### config.mk
export PLATFORM = sky130hd
export DESIGN_NAME = back_icon_controller_rr_flat
export DESIGN_NICKNAME = d
export VERILOG_FILES = /design/src/rtl/back_icon_controller_rr_if.sv /design/src/rtl/back_icon_controller_rr.sv /design/src/flat_wrapper.sv
export SDC_FILE = /design/constraint.sdc
export NUM_CORES = 1
export LEC_CHECK = 0
export ABC_AREA = 1
export BUFFER_PORTS_ARGS = -buffer_cell sky130_fd_sc_hd__buf_4
export CORE_UTILIZATION = 60
export CTS_BUF_LIST = sky130_fd_sc_hd__clkbuf_8
export DETAILED_ROUTE_END_ITERATION = 8
export GPL_TIMING_DRIVEN = 0
export PLACE_DENSITY = 0.88
export SETUP_SLACK_MARGIN = 0.1
export SYNTH_ARGS = -nofsm -noshare
export SYNTH_HDL_FRONTEND = slang
export SYNTH_SLANG_ARGS = --single-unit
export TNS_END_PERCENT = 20
### constraint.sdc
create_clock -name clk -period 3.25 [get_ports clk]
set_input_delay 0.1625 -clock clk [delete_from_list [all_inputs] [get_ports clk]]
set_output_delay 0.1625 -clock clk [all_outputs]
set_load 0.05 [all_outputs]
### src/rtl/back_icon_controller_rr_if.sv
// rtl/back_icon_controller_rr_if.sv - dispatch/grant/ack bundle between front-end, controller and backend
interface back_icon_controller_rr_if #(
  parameter int CH = 4,
  parameter int NR = 8,
  parameter int AW = 8
);
  logic [CH-1:0][AW-1:0] dispatch_addr_i;
  logic [CH-1:0][NR-1:0] dispatch_rlist_i;
  logic [CH-1:0]         dispatch_valid_i;
  logic [CH-1:0]         dispatch_ready_o;
  logic [CH-1:0][AW-1:0] src_addrs_o;
  logic [CH-1:0][NR-1:0] receiver_lists_o;
  logic [CH-1:0][NR-1:0] success_lists_i;
  logic                  busy_o;

  modport slave (
    input  dispatch_addr_i, dispatch_rlist_i, dispatch_valid_i, success_lists_i,
    output dispatch_ready_o, src_addrs_o, receiver_lists_o, busy_o
  );

  modport master (
    output dispatch_addr_i, dispatch_rlist_i, dispatch_valid_i, success_lists_i,
    input  dispatch_ready_o, src_addrs_o, receiver_lists_o, busy_o
  );
endinterface

### src/rtl/back_icon_controller_rr.sv
// rtl/back_icon_controller_rr.sv - per-channel instruction FIFOs with rotating-priority receiver arbitration
module back_icon_controller_rr #(
  parameter int NUM_ICON_CHANNELS = 4,
  parameter int NUM_RECEIVERS     = 8,
  parameter int ADDR_W            = 8,
  parameter int LOG2_QUEUE_LENGTH = 2,
  parameter int ROUND_ROBIN       = 1
) (
  input  logic clk,
  input  logic reset,
  back_icon_controller_rr_if.slave bus
);
  localparam int CH    = NUM_ICON_CHANNELS;
  localparam int NR    = NUM_RECEIVERS;
  localparam int IW    = LOG2_QUEUE_LENGTH;
  localparam int DEPTH = 1 << IW;
  localparam int PW    = IW + 1;
  localparam int RRW   = (CH > 1) ? $clog2(CH) : 1;

  logic [ADDR_W-1:0] addr_mem_q  [CH][DEPTH];
  logic [NR-1:0]     rlist_mem_q [CH][DEPTH];
  logic [PW-1:0]     wr_ptr_q [CH], wr_ptr_d [CH];
  logic [PW-1:0]     rd_ptr_q [CH], rd_ptr_d [CH];
  logic [NR-1:0]     delivered_q [CH], delivered_d [CH];
  logic [RRW-1:0]    rr_ptr_q, rr_ptr_d;

  logic [CH-1:0]     empty, full, push, pop;
  logic [NR-1:0]     head_rlist [CH], pending [CH], grant [CH], eff_succ [CH];
  logic [ADDR_W-1:0] head_addr [CH];
  logic [NR-1:0]     taken;
  logic              conflict;

  always_comb begin
    for (int c = 0; c < CH; c++) begin
      empty[c]      = (wr_ptr_q[c] == rd_ptr_q[c]);
      full[c]       = ((wr_ptr_q[c] - rd_ptr_q[c]) == PW'(DEPTH));
      head_addr[c]  = addr_mem_q[c][rd_ptr_q[c][IW-1:0]];
      head_rlist[c] = rlist_mem_q[c][rd_ptr_q[c][IW-1:0]];
      pending[c]    = empty[c] ? '0 : (head_rlist[c] & ~delivered_q[c]);
    end
  end

  // Walk channels from rr_ptr; a bit already taken by a higher-priority channel is a conflict.
  always_comb begin
    grant    = '{default: '0};
    taken    = '0;
    conflict = 1'b0;
    for (int k = 0; k < CH; k++) begin
      int idx;
      idx = int'(rr_ptr_q) + k;
      if (idx >= CH) idx = idx - CH;
      grant[idx] = pending[idx] & ~taken;
      if (|(pending[idx] & taken)) conflict = 1'b1;
      taken = taken | pending[idx];
    end
  end

  always_comb begin
    for (int c = 0; c < CH; c++) begin
      eff_succ[c]    = bus.success_lists_i[c] & grant[c];
      pop[c]         = ~empty[c] &
                       (((delivered_q[c] | eff_succ[c]) & head_rlist[c]) == head_rlist[c]);
      push[c]        = bus.dispatch_valid_i[c] & ~full[c] & ~reset;
      delivered_d[c] = pop[c] ? '0 : (delivered_q[c] | eff_succ[c]);
      wr_ptr_d[c]    = push[c] ? wr_ptr_q[c] + 1'b1 : wr_ptr_q[c];
      rd_ptr_d[c]    = pop[c]  ? rd_ptr_q[c] + 1'b1 : rd_ptr_q[c];
    end
    rr_ptr_d = rr_ptr_q;
    if (ROUND_ROBIN == 0) begin
      rr_ptr_d = '0;
    end else if (conflict) begin
      rr_ptr_d = (int'(rr_ptr_q) == CH - 1) ? '0 : rr_ptr_q + 1'b1;
    end
  end

  always_comb begin
    for (int c = 0; c < CH; c++) begin
      bus.dispatch_ready_o[c] = ~reset & ~full[c];
      bus.src_addrs_o[c]      = (reset | empty[c]) ? '0 : head_addr[c];
      bus.receiver_lists_o[c] = reset ? '0 : grant[c];
    end
    bus.busy_o = ~reset & ~(&empty);
  end

  // Payload storage is not reset; the pointers alone define what is valid.
  always_ff @(posedge clk) begin
    if (reset) begin
      for (int c = 0; c < CH; c++) begin
        wr_ptr_q[c]    <= '0;
        rd_ptr_q[c]    <= '0;
        delivered_q[c] <= '0;
      end
      rr_ptr_q <= '0;
    end else begin
      for (int c = 0; c < CH; c++) begin
        if (push[c]) begin
          addr_mem_q[c][wr_ptr_q[c][IW-1:0]]  <= bus.dispatch_addr_i[c];
          rlist_mem_q[c][wr_ptr_q[c][IW-1:0]] <= bus.dispatch_rlist_i[c];
        end
        wr_ptr_q[c]    <= wr_ptr_d[c];
        rd_ptr_q[c]    <= rd_ptr_d[c];
        delivered_q[c] <= delivered_d[c];
      end
      rr_ptr_q <= rr_ptr_d;
    end
  end
endmodule
### src/flat_wrapper.sv
// flat-port wrapper written by rule: the top's interface ports become plain ports
module back_icon_controller_rr_flat 
#(
  parameter int NUM_ICON_CHANNELS = 4,
  parameter int NUM_RECEIVERS     = 8,
  parameter int ADDR_W            = 8,
  parameter int LOG2_QUEUE_LENGTH = 2,
  parameter int ROUND_ROBIN       = 1
)
  (clk, reset, bus_dispatch_addr_i, bus_dispatch_rlist_i, bus_dispatch_valid_i, bus_success_lists_i, bus_dispatch_ready_o, bus_src_addrs_o, bus_receiver_lists_o, bus_busy_o);
  back_icon_controller_rr_if bus_i ();
  input  logic clk;
  input  logic reset;
  input wire logic [$bits(bus_i.dispatch_addr_i)-1:0] bus_dispatch_addr_i;
  input wire logic [$bits(bus_i.dispatch_rlist_i)-1:0] bus_dispatch_rlist_i;
  input wire logic [$bits(bus_i.dispatch_valid_i)-1:0] bus_dispatch_valid_i;
  input wire logic [$bits(bus_i.success_lists_i)-1:0] bus_success_lists_i;
  output wire logic [$bits(bus_i.dispatch_ready_o)-1:0] bus_dispatch_ready_o;
  output wire logic [$bits(bus_i.src_addrs_o)-1:0] bus_src_addrs_o;
  output wire logic [$bits(bus_i.receiver_lists_o)-1:0] bus_receiver_lists_o;
  output wire logic [$bits(bus_i.busy_o)-1:0] bus_busy_o;
  assign bus_i.dispatch_addr_i = bus_dispatch_addr_i;
  assign bus_i.dispatch_rlist_i = bus_dispatch_rlist_i;
  assign bus_i.dispatch_valid_i = bus_dispatch_valid_i;
  assign bus_i.success_lists_i = bus_success_lists_i;
  assign bus_dispatch_ready_o = bus_i.dispatch_ready_o;
  assign bus_src_addrs_o = bus_i.src_addrs_o;
  assign bus_receiver_lists_o = bus_i.receiver_lists_o;
  assign bus_busy_o = bus_i.busy_o;
  back_icon_controller_rr #(.NUM_ICON_CHANNELS(NUM_ICON_CHANNELS), .NUM_RECEIVERS(NUM_RECEIVERS), .ADDR_W(ADDR_W), .LOG2_QUEUE_LENGTH(LOG2_QUEUE_LENGTH), .ROUND_ROBIN(ROUND_ROBIN)) u_core (.clk(clk), .reset(reset), .bus(bus_i));
endmodule
==> impl_metrics.csv <==
group,metric,value,unit
global_route,antenna_found_initial,0,
routing,dr.pass1.iters,8,
critical_path,path_class,"reg2out",
synth,ys_ff_latch,314,
die,die_y,169,um
cts,htree_levels,2,
synth,synthTopCellsByCount,"nand2_1 (487), edfxtp_1 (256), nor2_1 (208)",
routing,drt_iter0_markers,2260,
cts,clkSinkCount,314,
critical_path,worst_setup_path_end_kind,"primary output",
sta,whs,0.0651,ns
synth,syn_area_per_cell,8.85,um2
die,fp.dieW,169,um
die,coreArea,27100,um2
cts,cts_tree,"built",
cts,clk_pin_slew,0.07,ns
sta,rsz0062_at_grt,"yes",
pwr,leakagePower,0.00950,uW
global_route,grt_max_degree,19,
sta,max_slew_margin,0.169,
outcome,violations,"DRC, setup timing",
sta,fmax,287,MHz
cts,clock_path_buffers,3,
critical_path,cp_top_family,"simple AND/OR/NAND/NOR gates",
critical_path,cp.required,3.09,ns
synth,synth_fp_nets,2020,
cts,cts_root_buffer,"clkbuf_8",
critical_path,critPathMaxFanout,10,
synth,ys_warn_count,0,
place,port_buffers,170,
cts,clkLatencyLatePin,0.61,ns
synth,yosysMostFrequentCell,"nand2_1",
place,dp_hpwl,35400,um
sta,fin_skew,0.0306,ns
sta,slew_violations,0,
cells_and_area,drive_above_1_share,0.311,
synth,async_reset_ff_frac,0,
sta,worst_pin_slew,1.25,ns
cts,cts_buffers,50,
synth,synth_top_cell_area_share,0.461,
critical_path,crit_slowest_cell,"dfxtp_1",
global_route,grt_pass1_vias,15500,
cells_and_area,fin_area,22400,um2
global_route,grtUsageTotal,0.406,
cells_and_area,fin_util,0.826,
routing,post_drt_wl_per_cell,22.6,um
synth,synth_ff_type,"edfxtp_1",
run,maxCapViolCount,0,
sta,finalWorstSetupSlack,-0.230,ns
pwr,ir_drop,581,uV
routing,vias,16600,
critical_path,max_stage_delay,0.39,ns
cells_and_area,nets,2404,
synth,synth-seq-area-share,0.531,
sta,final.min_clock_period,3.48,ns
critical_path,cp_cell_sequence,"buf_6 -> buf_6 -> nand2_1 -> nand2_1 -> nand2_1 -> nand2_1 -> nand4_1 -> nand3_2 -> nand2_4 -> buf_4 -> nand2_4 -> nand2_1 -> nand2_1 -> nand3_2 -> nand2_1 -> nor2_1 -> buf_6",
global_route,grt-ovfl-total,0,
die,io_pins,171,
synth,syn-cell-area,16700,um2
pwr,p_per_area,759,nW/um2
cells_and_area,antenna_cells,0,
global_route,grt_pass1_wl,87500,um
place,gp_congestion,0.999,
synth,synth_edf_count,256,
synth,synth_area_leaders,"edfxtp_1 (46%), nand2_1 (11%), dfxtp_1 (7.0%)",
cells_and_area,syn_to_final_growth,34.2,%
synth,synth_largest_area_cell,"edfxtp_1",
critical_path,critical_path_buf_inv_count,4,
die,start_util,0.615,
die,dieArea,28500,um2
critical_path,arrival,3.32,ns
cells_and_area,fillers,1500,
synth,synth.distinct_cells,37,
outcome,run_status,"finished with violations",
place,postPlaceCellArea,18500,um2
die,core.rowCount,60,
routing,routed_wl,60600,um
sta,period_share,1.07,
routing,ant_nets,0,
synth,syn_inst,1883,
worst_hold_path,hold_class,"in2reg",
critical_path,cpMostUsedCell,"nand2_1",
sta,hold_violations,0,
routing,route.detailed.drc,1,
sta,setup_violations,27,
critical_path,cp-start-kind,"flip-flop",
routing,avgViaCountPerCell,6.19,
[registers in the layout, indices dropped and copies added (netlist names)]
| register | flops |
|---|---|
| u_core.addr_mem_q | 128 |
| u_core.rlist_mem_q | 128 |
| u_core.delivered_q | 32 |
| u_core.rd_ptr_q | 12 |
| u_core.wr_ptr_q | 12 |
| u_core.rr_ptr_q | 2 |
[area by class of cell]
type	count	area [um2]	share of cell area
buffer	81	643	0.0287
clock buffer	53	729	0.0326
clock inverter	40	335	0.0150
inverter	167	719	0.0321
multi-input combinational	1320	7690	0.344
sequential	314	8860	0.396
tap	372	465	0.0208
timing repair buffer	333	2940	0.131
[path summary, 6_finish.rpt]
kind | slack [ns] | endpoint | start | cells after the start
min | 0.07 | u_core.wr_ptr_q[2][1]$_SDFFE_PP0P_ | bus_dispatch_valid_i[2] | 3
max reg2reg | -0.13 | u_core.rd_ptr_q[0][2]$_SDFFE_PP0P_ | u_core.rd_ptr_q[0][0]$_SDFFE_PP0P_ | 19
min reg2reg | 0.48 | u_core.wr_ptr_q[2][2]$_SDFFE_PP0P_ | u_core.wr_ptr_q[2][2]$_SDFFE_PP0P_ | 1
max | -0.23 | bus_receiver_lists_o[2] | u_core.rd_ptr_q[1][0]$_SDFFE_PP0P_ | 17
[repair_timing]
item,4_1_cts,5_1_grt
setup buffers,45,17
hold endpoints to repair,288,0
hold buffers,96,0
gates cloned,2,0
pin swaps,76,39
resized for setup,261,99
setup endpoints to repair,144,77
[cells by family (layout without fill, tap and decap cells)]
group | after synthesis | count (layout) | synth area share
AND/OR/NAND/NOR | 1018 | 1018 | 0.284
flip-flops | 314 | 314 | 0.531
AO/OA/AOI/OAI | 261 | 261 | 0.0861
buffers and inverters | 249 | 674 | 0.0702
adder cells (fa/ha/maj) | 35 | 35 | 0.0263
XOR/XNOR | 6 | 6 | 0.00315
[power breakdown]
part           switching (uW)  total (uW)  internal [uW]
Combinational            5690        8530           2840
Sequential                143        4750           4600
Clock                    1710        3700           2000
[stage by stage]
step / setup WS, ns / cells / TNS, ns / power (uW)
4_1_cts: -0.00984 / 2663 / -0.00984 / 15900
3_3_place_gp: -0.780 / 2425 / -72.84 / 10900
5_1_grt: -0.308 / 2680 / -5.08 / 17500
2_1_floorplan: 0.129 / 1883 / 0 / 9130
6_report: -0.230 / 2680 / -1.78 / 17000
3_5_place_dp: -0.792 / 2428 / -42.04 / 11000
[cell usage in the layout, fill, tap and decap left out, types with 62 or more instances in the layout]
| cell type | netlist | final |
|---|---|---|
| a21oi_1 | 118 | 100 |
| buf_4 | 15 | 207 |
| dlygate4sd3_1 | 0 | 96 |
| edfxtp_1 | 256 | 256 |
| inv_1 | 143 | 141 |
| nand2_1 | 487 | 430 |
| nand2_2 | 32 | 62 |
| nand3_1 | 179 | 124 |
| nand3_2 | 24 | 72 |
| nor2_1 | 208 | 165 |
| o21ai_0 | 93 | 93 |
[layer usage]
metal | wire length (um) | global-route usage | vias up
met5 | 0 | 0 | -
met4 | 3380 | 0.178 | 0
met3 | 7400 | 0.0739 | 323
met2 | 28000 | 0.665 | 1480
met1 | 21800 | 0.530 | 7680
li1 | - | - | 7115
[worst register-to-register path: cells and delay by family, from the launching register on]
kind / cells / cell delay [ns]
AND/OR/NAND/NOR: 13 / 1.80
AO/OA/AOI/OAI: 2 / 0.53
flip-flops: 1 / 0.42
buffers and inverters: 4 / 0.50
(Power assumes the default switching activity.)
